## config.mk

```make
export PLATFORM = sky130hd
export DESIGN_NAME = regfile_dump
export DESIGN_NICKNAME = d
export VERILOG_FILES = /design/src/rtl/regfile_dump.sv
export SDC_FILE = /design/constraint.sdc
export NUM_CORES = 1
export LEC_CHECK = 0
export BUFFER_PORTS_ARGS = -buffer_cell sky130_fd_sc_hd__buf_2
export CORE_MARGIN = 2
export CORE_UTILIZATION = 51
export CTS_CLUSTER_DIAMETER = 60
export DETAILED_ROUTE_END_ITERATION = 8
export PLACE_DENSITY = 0.82
export SYNTH_ARGS = -nofsm -noshare
export SYNTH_HDL_FRONTEND = slang
export SYNTH_SLANG_ARGS = --single-unit
```

## constraint.sdc

```tcl
create_clock -name clk -period 5 [get_ports clk]
set_clock_uncertainty 0.15 [all_clocks]
set_input_delay 0.5 -clock clk [delete_from_list [all_inputs] [get_ports clk]]
set_output_delay 0.5 -clock clk [all_outputs]
set_load 0.1 [all_outputs]
```

## src/rtl/regfile_dump.sv

```systemverilog
// Debug scan-out sequencer: walks an inclusive, modulo-8 register range through an
// asynchronous read port and streams (address, data) pairs out on a valid/ready port.
module regfile_dump #(
  parameter int WIDTH  = 8,
  parameter int ADDR_W = 3
) (
  input  logic              clk,
  input  logic              rst,
  input  logic              start,
  input  logic              abort,
  input  logic [ADDR_W-1:0] first_reg,
  input  logic [ADDR_W-1:0] last_reg,
  output logic [ADDR_W-1:0] rd_addr,
  input  logic [WIDTH-1:0]  rd_data,
  output logic [WIDTH-1:0]  out_data,
  output logic [ADDR_W-1:0] out_addr,
  output logic              out_valid,
  input  logic              out_ready,
  output logic              busy,
  output logic              done
);

  typedef enum logic [1:0] {
    IDLE    = 2'd0,
    FETCH   = 2'd1,
    PRESENT = 2'd2,
    DONE    = 2'd3
  } state_e;

  state_e              state_q, state_d;
  logic [ADDR_W-1:0]   rd_addr_q, rd_addr_d;
  logic [ADDR_W-1:0]   last_q, last_d;
  logic [WIDTH-1:0]    out_data_q, out_data_d;
  logic [ADDR_W-1:0]   out_addr_q, out_addr_d;
  logic                out_valid_q, out_valid_d;
  logic                done_q, done_d;

  always_ff @(posedge clk) begin
    if (rst) begin
      state_q     <= IDLE;
      rd_addr_q   <= '0;
      last_q      <= '0;
      out_data_q  <= '0;
      out_addr_q  <= '0;
      out_valid_q <= 1'b0;
      done_q      <= 1'b0;
    end else begin
      state_q     <= state_d;
      rd_addr_q   <= rd_addr_d;
      last_q      <= last_d;
      out_data_q  <= out_data_d;
      out_addr_q  <= out_addr_d;
      out_valid_q <= out_valid_d;
      done_q      <= done_d;
    end
  end

  // Abort takes priority over a simultaneous handshake, so that pair is never counted.
  always_comb begin
    state_d     = state_q;
    rd_addr_d   = rd_addr_q;
    last_d      = last_q;
    out_data_d  = out_data_q;
    out_addr_d  = out_addr_q;
    out_valid_d = out_valid_q;
    done_d      = 1'b0;

    unique case (state_q)
      IDLE: begin
        if (start) begin
          last_d    = last_reg;
          rd_addr_d = first_reg;
          state_d   = FETCH;
        end
      end
      FETCH: begin
        if (abort) begin
          out_valid_d = 1'b0;
          state_d     = IDLE;
        end else begin
          out_data_d  = rd_data;
          out_addr_d  = rd_addr_q;
          out_valid_d = 1'b1;
          state_d     = PRESENT;
        end
      end
      PRESENT: begin
        if (abort) begin
          out_valid_d = 1'b0;
          state_d     = IDLE;
        end else if (out_ready) begin
          out_valid_d = 1'b0;
          if (out_addr_q == last_q) begin
            done_d  = 1'b1;
            state_d = DONE;
          end else begin
            rd_addr_d = rd_addr_q + ADDR_W'(1);
            state_d   = FETCH;
          end
        end
      end
      DONE: begin
        state_d = IDLE;
      end
      default: begin
        state_d = IDLE;
      end
    endcase
  end

  assign rd_addr   = rd_addr_q;
  assign out_data  = out_data_q;
  assign out_addr  = out_addr_q;
  assign out_valid = out_valid_q;
  assign done      = done_q;
  assign busy      = (state_q == FETCH) || (state_q == PRESENT);

endmodule

```

==> impl_metrics.yaml, run 1 <==
floorplanning:
  core_outline_area_um2: 1750
  ios: 36
  die_h_um: 47.5
  floorplan.initialDensity_pct: 55.3
  row_count: 15
  die_area_um2: 2260
  dieWidth_um: 47.5
global_route:
  initial_antenna_violation_count: 0
  global_route_wire_length_before_repair_mm: 3.24
  grt.total_usage_pct: 20.3
  grt_start_max_net_pins: 22
  grt_pass1_vias: 803
  globalRouteOverflowTotal: 0
clock_tree:
  tritoncts: "yes"
  cts_buffer_depth: 2
  cts.repair.resized: 0
  clk_pin_slew_worst_paths_ps: 120
  cts_max_level: 1
  clock-sinks: 21
  numCtsBuffers: 3
  cts.hold.buffers_added: 0
  clock_root_buffer: "clkbuf_4"
  post_cts.repair.setup_buffers: 0
  worstSkewPairLatency_ps: 310
timing:
  tightest_slew_ps: 582
  finalCriticalPeriod_ps: 2170
  setup_violations: 0
  layout_worst_path_cycle_share_pct: 43.5
  rsz0062_at_grt: "no"
  post-route-worst-setup-slack_ps: 2830
  final-max-slew-violation-count: 0
  maxSlewHeadroom_pct: 60.9
  peak_clock_frequency_supported_by_timing_ghz: 0.460
  final.setup.tns_ps: 0
  fin_worst_hold_slack_ps: 257
  hold_violation_count_in_the_final_report: 0
synth:
  synthesis.area_um2: 966
  syn_nets: 143
  synth_warnings: 0
  synth.yosys.seq_area_share_pct: 43.5
  post_synth.cell_area_avg_um2: 8.12
  yosysTopAreaCellShare_pct: 43.5
  netlist_instances: 119
  ys_seq_elements: 21
  yosys-top-cells-area: "dfxtp_1, nand2_1, a21oi_1"
  synth_area_leader_cell: "dfxtp_1"
  synth_cell_types: 27
final_layout:
  multiInputGateArea_um2: 508
  antennaDiodeCount: 0
  final_cells: 178
  mostFrequentLayoutCells: "buf_2, nand2_1, dfxtp_1, a21oi_1"
  layout.cell_area.non_filler_um2: 1180
  fin_util_pct: 67.7
  layout-drive-gt1-share_pct: 26.1
  sequential_cell_area_um2: 420
  fillers: 177
  fin_nets: 178
  layout_commonest_cell: "buf_2"
  area_growth_pct: 22.3
placement:
  postPlaceCellArea_um2: 1150
  dp_slack_ps: 3060
  dp_hpwl_mm: 1.60
  routabilityCongestion: 0.780
  placed_cells_incl_taps: 174
  buffer_ports.inserted: 35
setup_path:
  critical_path_class: "flip-flop to output pin"
  worstPathMaxFanout: 3
  worst_ep_required_time_ps: 4350
  setup.worst_path.end_class: "output pin"
  crit_path_launch_type: "flip-flop"
  timing.critical_path.arrival_ps: 1520
route:
  dr_total_vias: 932
  wirelength_mm: 2.15
  drt-pass1-iter-count: 4
  drt-vias-per-instance: 5.24
  drcViolationCount: 0
  drt-initial-drc-count: 14
  drt-wirelength-per-cell_um: 12.1
  postRouteAntennaNets: 0
power:
  clock_power_share_pct: 20.6
  switching_share_pct: 40.6
  pwr_density_cell_nw_per_um2: 337
  vdd.ir_drop.worst_v: 0.000178
  part_of_the_power_in_registers_pct: 46.6
  combinational_share_of_power_pct: 32.8
  switchingPower_mw: 0.162
  internal_power_mw: 0.237
  report.power.total_mw: 0.398
  leak_pwr_nw: 0.540
run:
  drv_cap: 0
hold_path:
  min_path_type: "input port to flip-flop"
status:
  run_status: "completed"
-- worst max-delay path: stages, from the launching register on --
cell and delay (ps):
dfxtp_1 380, inv_1 90, ha_1 320, buf_2 430
-- layout make-up --
| type | instances | area share [%] |
|---|---|---|
| Tap cell | 25 | 2.65 |
| Multi-Input combinational cell | 88 | 43.0 |
| Clock buffer | 3 | 1.91 |
| Timing Repair Buffer | 35 | 14.8 |
| Inverter | 5 | 1.59 |
| Clock inverter | 1 | 0.424 |
| Sequential cell | 21 | 35.6 |
-- cells in the mapped netlist --
cell type / number
nand2_1: 31
dfxtp_1: 21
a21oi_1: 16
clkbuf_1: 5
ha_1: 5
inv_1: 5
nand2b_1: 4
nand3_1: 4
nor2_1: 4
o21ai_0: 3
xor2_1: 3
a211o_1: 2
nor3b_1: 2
a2111o_1: 1
a221oi_1: 1
a22oi_1: 1
a41oi_1: 1
and2b_1: 1
mux2_2: 1
mux2i_1: 1
nor2b_1: 1
nor3_1: 1
nor4_1: 1
o2111ai_1: 1
o211ai_1: 1
o21bai_1: 1
o221ai_1: 1
-- registers in the layout (all words and copies together) (netlist names) --
register,flops
done,1
rd_addr,3
last_q,3
out_data,8
out_valid,1
out_addr,3
state_q,2
-- routing by layer --
layer	routed length (µm)	global-route usage, %	up-vias
li1	-	-	475
met1	988	25.7	428
met2	1030	33.5	24
met3	96	3.40	5
met4	34	9.44	0
met5	0	0	-
-- power by group through the flow --
stage / Combinational, mW / Clock [mW] / Sequential (mW)
2_1_floorplan: 0.0499 / 0 / 0.244
3_5_place_dp: 0.130 / 0 / 0.189
6_report: 0.130 / 0.0821 / 0.186
5_1_grt: 0.139 / 0.0876 / 0.187
4_1_cts: 0.130 / 0.0821 / 0.186
3_3_place_gp: 0.127 / 0 / 0.189
-- cells by family after synthesis --
kind of cell / after synthesis / share of synthesized area [%]
AOI/OAI and AO/OA: 29 / 18.8
xor gates and xnor gates: 3 / 2.72
adders and majority gates: 5 / 6.48
buffers and inverters: 10 / 3.89
DFF: 21 / 43.5
muxes: 2 / 2.20
and+or+nand+nor: 49 / 22.4
-- final timing paths --
path / cells past startpoint / slack [ps] / start / to
min reg2reg: 2 / 310 / out_data[5] / out_data[5]
min: 3 / 260 / rd_data[0] / out_data[0]
max: 3 / 2830 / state_q[1] / busy
max reg2reg: 6 / 3020 / state_q[0] / state_q[1]
(Power assumes the default switching activity.)
==> run 2, diff against run 1 <==
--- a/config.mk
+++ b/config.mk
@@ -7,10 +7,10 @@
 export LEC_CHECK = 0
 export BUFFER_PORTS_ARGS = -buffer_cell sky130_fd_sc_hd__buf_2
 export CORE_MARGIN = 2
-export CORE_UTILIZATION = 51
+export CORE_UTILIZATION = 47
 export CTS_CLUSTER_DIAMETER = 60
 export DETAILED_ROUTE_END_ITERATION = 8
-export PLACE_DENSITY = 0.82
+export PLACE_DENSITY = 0.77
 export SYNTH_ARGS = -nofsm -noshare
 export SYNTH_HDL_FRONTEND = slang
 export SYNTH_SLANG_ARGS = --single-unit
==> constraint.sdc (replaced) <==
create_clock -name clk -period 2.2 [get_ports clk]
set_clock_uncertainty 0.15 [all_clocks]
set_input_delay 0.22 -clock clk [delete_from_list [all_inputs] [get_ports clk]]
set_output_delay 0.22 -clock clk [all_outputs]
set_load 0.1 [all_outputs]
==> run 2 against run 1 <==
Cell count rose by 6.7%. Die area rose by 7.8%. First-iteration DRC count did not move. Core utilization fell by 1.4 points. Via count rose by 5.5%. Largest power group unchanged.
==> impl_metrics.yaml, run 2 (same netlist as run 1, synthesis figures left out) <==
floorplanning:
  die_h_um: 49.3
  dieWidth_um: 49.3
  core_outline_area_um2: 1940
  row_count: 16
  die_area_um2: 2430
  floorplan.initialDensity_pct: 49.7
  ios: 36
route:
  drt-vias-per-instance: 5.17
  postRouteAntennaNets: 0
  drt-wirelength-per-cell_um: 12.7
  drt-pass1-iter-count: 4
  drcViolationCount: 0
  drt-initial-drc-count: 14
  dr_total_vias: 983
  wirelength_mm: 2.42
setup_path:
  timing.reg2reg.worst_path_depth: 6
  timing.critical_path.arrival_ps: 1570
  crit_chain: "inv_1, ha_1, buf_2"
  critical-path-max-stage-delay_ps: 440
  slowest_stage: "buf_2"
  critical_path.n_buffers_inverters: 2
  critPathTopFamily: "buffers and inverters"
  setup.worst_path.end_class: "output pin"
  worst_ep_required_time_ps: 1830
  timing.critical_path.depth: 3
  reg2reg_slack_ps: 300
  crit_path_launch_type: "flip-flop"
  critical_path_class: "flip-flop to output pin"
  worstPathMaxFanout: 3
final_layout:
  largest_reg_flops: 8
  area_growth_pct: 33.2
  multiInputGateArea_um2: 510
  final_cells: 190
  layout_commonest_cell: "buf_2"
  fin_nets: 188
  sequential_cell_area_um2: 420
  fin_util_pct: 66.2
  mostFrequentLayoutCells: "buf_2, nand2_1, dfxtp_1, a21oi_1, dlygate4sd3_1"
  fillers: 184
  layout.cell_area.non_filler_um2: 1290
  layout-drive-gt1-share_pct: 25.2
  antennaDiodeCount: 0
timing:
  peak_clock_frequency_supported_by_timing_ghz: 0.516
  fin_worst_hold_slack_ps: 2.05
  rsz0062_at_grt: "no"
  final-max-slew-violation-count: 0
  layout_worst_path_cycle_share_pct: 88.1
  maxSlewHeadroom_pct: 61.0
  final.setup.tns_ps: 0
  finalCriticalPeriod_ps: 1940
  hold_violation_count_in_the_final_report: 0
  post-route-worst-setup-slack_ps: 262
  setup_violations: 0
  tightest_slew_ps: 580
status:
  run_status: "completed"
clock_tree:
  clk_pin_slew_worst_paths_ps: 110
  clock_root_buffer: "clkbuf_4"
  cts_max_level: 1
  numCtsBuffers: 3
  post_cts.repair.setup_buffers: 0
  tritoncts: "yes"
  clock-sinks: 21
  cts_buffer_depth: 2
  worstSkewPairLatency_ps: 320
placement:
  buffer_ports.inserted: 35
  dp_hpwl_mm: 1.59
  postPlaceCellArea_um2: 1160
  placed_cells_incl_taps: 176
  routabilityCongestion: 0.754
  dp_slack_ps: 262
hold_path:
  min_path_type: "input port to flip-flop"
  hold-path-cell-count: 3
global_route:
  grt_pass1_vias: 913
  global_route_wire_length_before_repair_mm: 4.00
  grt.total_usage_pct: 21.5
  globalRouteOverflowTotal: 0
  grt_start_max_net_pins: 22
  initial_antenna_violation_count: 0
power:
  pwr_density_cell_nw_per_um2: 721
  leak_pwr_nw: 0.580
  report.power.total_mw: 0.928
  vdd.ir_drop.worst_v: 0.000477
run:
  drv_cap: 0
run 2: cell types whose count changed in the layout (fill, tap and decap cells not counted):
cell	previous run	this run
ha_2	0	1
dlygate4sd3_1	0	10
ha_1	5	4
run 2: layout make-up:
class                      count  share of cell area (%)
clock inverter                 1                   0.389
tap                           27                    2.63
clock buffer                   3                    1.75
multi-input combinational     88                    39.7
sequential                    21                    32.7
timing repair buffer          45                    21.4
inverter                       5                    1.46
run 2: power breakdown:
part           switching, mW  internal [mW]  total (mW)
Combinational          0.234         0.0772       0.311
Clock                  0.126         0.0682       0.194
Sequential            0.0176          0.405       0.422
Total                  0.378          0.550       0.928
run 2: repair_timing:
item	CTS	global route
endpoints found under the setup margin	0	1
endpoints found under the hold margin	10	0
hold buffers	10	0
resized for setup	0	1
run 2: layer usage:
metal / track usage, % / part of all wire (%) / wire [µm]
met5: 0 / 0 / 0
met4: 12.4 / 2.7 / 64
met3: 3.68 / 3.7 / 89
met2: 36.9 / 52 / 1250
met1: 24.9 / 42 / 1020
run 2: tightest hold or removal path: stages:
cell and delay (ps):
buf_2 100, nand3_1 50, a21oi_1 50
run 2: worst paths after layout:
path                    start     endpoint
setup / recovery   state_q[1]         busy
hold / removal    last_reg[0]    last_q[0]
setup reg to reg   state_q[0]   state_q[1]
hold reg to reg   out_data[6]  out_data[6]
==> run 3, diff against run 2 <==
--- a/config.mk
+++ b/config.mk
@@ -10,7 +10,7 @@
 export CORE_UTILIZATION = 47
 export CTS_CLUSTER_DIAMETER = 60
 export DETAILED_ROUTE_END_ITERATION = 8
-export PLACE_DENSITY = 0.77
+export PLACE_DENSITY = 0.83
 export SYNTH_ARGS = -nofsm -noshare
 export SYNTH_HDL_FRONTEND = slang
 export SYNTH_SLANG_ARGS = --single-unit
==> run 3 against run 2 <==
Critical path depth grew 3. Critical path type is now flip-flop to flip-flop. Maximum frequency fell by 3.2%. Clock power shrank 2%. Critical endpoint is now rd_addr[0]. Worst setup slack worse by 64 ps. Sequential power barely moved.
==> impl_metrics.yaml, run 3 (same netlist as run 1, synthesis figures left out) <==
route:
  drt-vias-per-instance: 5.29
  dr_total_vias: 1005
  drcViolationCount: 0
  drt-initial-drc-count: 38
  postRouteAntennaNets: 0
  wirelength_mm: 2.54
  drt-wirelength-per-cell_um: 13.4
  drt-pass1-iter-count: 6
setup_path:
  timing.critical_path.arrival_ps: 2100
  worstPathMaxFanout: 13
  crit_chain: "inv_1, ha_1, nor2_1, a211o_1, a2111o_1, o21ai_0"
  slowest_stage: "ha_1"
  critPathTopFamily: "compound AO/OA/AOI/OAI gates"
  timing.critical_path.depth: 6
  critical-path-max-stage-delay_ps: 440
  worst_ep_required_time_ps: 2300
  reg2reg_slack_ps: 200
  crit_path_launch_type: "flip-flop"
  critical_path.reg2reg.endpoint: "rd_addr[0]"
  startpoint: "state_q[0]"
  critical_path_class: "flip-flop to flip-flop"
  crit-reg2reg-launch: "state_q[0]"
  endpoint: "rd_addr[0]"
  critical_path.n_buffers_inverters: 1
  timing.reg2reg.worst_path_depth: 6
  setup.worst_path.end_class: "flip-flop"
floorplanning:
  die_h_um: 49.3
  row_count: 16
  dieWidth_um: 49.3
  ios: 36
  die_area_um2: 2430
  floorplan.initialDensity_pct: 49.7
  core_outline_area_um2: 1940
run:
  drv_cap: 0
placement:
  placed_cells_incl_taps: 176
  dp_slack_ps: 246
  dp_hpwl_mm: 1.63
  buffer_ports.inserted: 35
  routabilityCongestion: 0.780
global_route:
  initial_antenna_violation_count: 0
  grt.total_usage_pct: 21.8
  grt_pass1_vias: 949
  globalRouteOverflowTotal: 0
  global_route_wire_length_before_repair_mm: 4.12
  grt_start_max_net_pins: 22
final_layout:
  layout-drive-gt1-share_pct: 24.5
  fin_nets: 188
  sequential_cell_area_um2: 420
  multiInputGateArea_um2: 508
  layout_commonest_cell: "buf_2"
  fillers: 178
  antennaDiodeCount: 0
  area_growth_pct: 32.9
  largest_reg_flops: 8
  final_cells: 190
  mostFrequentLayoutCells: "buf_2, nand2_1, dfxtp_1, a21oi_1, dlygate4sd3_1"
timing:
  hold_violation_count_in_the_final_report: 0
  post-route-worst-setup-slack_ps: 198
  finalCriticalPeriod_ps: 2000
  layout_worst_path_cycle_share_pct: 91.0
  peak_clock_frequency_supported_by_timing_ghz: 0.499
  final-max-slew-violation-count: 0
  maxSlewHeadroom_pct: 58.5
  tightest_slew_ps: 618
  setup_violations: 0
  final.setup.tns_ps: 0
  rsz0062_at_grt: "no"
power:
  vdd.ir_drop.worst_v: 0.000387
  leak_pwr_nw: 0.582
  pwr_density_cell_nw_per_um2: 722
clock_tree:
  tritoncts: "yes"
  clock_root_buffer: "clkbuf_4"
  numCtsBuffers: 3
  cts_max_level: 1
  clk_pin_slew_worst_paths_ps: 120
  worstSkewPairLatency_ps: 310
  cts_buffer_depth: 2
  clock-sinks: 21
hold_path:
  min_path_type: "input port to flip-flop"
status:
  run_status: "completed"
## run 3: cell counts in the layout (fill, tap and decap cells not counted)
No cell type changed its count.
## run 3: area by class of cell
| class | count | area share (%) |
|---|---|---|
| Multi-Input combinational cell | 88 | 39.6 |
| Sequential cell | 21 | 32.7 |
| Timing Repair Buffer | 45 | 21.4 |
| Tap cell | 27 | 2.63 |
| Clock buffer | 3 | 1.75 |
| Inverter | 5 | 1.46 |
| Clock inverter | 1 | 0.390 |
## run 3: metal layers
metal  routed length [µm]  GRT usage, %  vias up
li1                     -             -      495
met1                  948          23.9      452
met2                 1340          39.9       49
met3                  171          3.07        9
met4                   74          11.9        0
met5                    0             0        -
## run 3: worst min-delay path by stage
stage / start / end / depth (start not counted) / slack, ps
5_1_grt: last_reg[0] / last_q[0] / 3 / 9
6_report: last_reg[0] / last_q[0] / 3 / 10
3_3_place_gp: out_data[6] / out_data[6] / 2 / 290
3_5_place_dp: out_data[5] / out_data[5] / 2 / 300
2_1_floorplan: rd_data[5] / out_data[5] / 2 / 210
4_1_cts: last_reg[0] / last_q[0] / 3 / 10
## run 3: timing repair
item	in CTS	in global routing
buffers inserted	0	0
setup endpoints to repair	0	0
gates resized for setup	0	0
hold buffers	10	0
endpoints found under the hold margin	10	0
## run 3: worst reg2reg max path, stage by stage (launching register included)
cell      delay, ps
dfxtp_1         340
inv_1           130
ha_1            440
nor2_1          100
a211o_1         330
a2111o_1        380
o21ai_0          70
## run 3: where the power goes
group | switching, mW | leakage, nW | internal [mW]
combinational | 0.236 | 0.393 | 0.0774
clock | 0.122 | 0.0177 | 0.0680
sequential | 0.0182 | 0.171 | 0.405
total | 0.376 | 0.582 | 0.550
## run 3: stage by stage
step	total power [mW]	hold WS (ps)	area, µm²	utilization, %
finish	0.926	14.2	1280	66.1
global route	0.965	9.17	1280	66.1
CTS	0.928	10.5	1280	66.1
detailed placement	0.726	296	1160	59.5
global placement	0.718	288	1160	59.5
floorplan	0.668	206	966	-
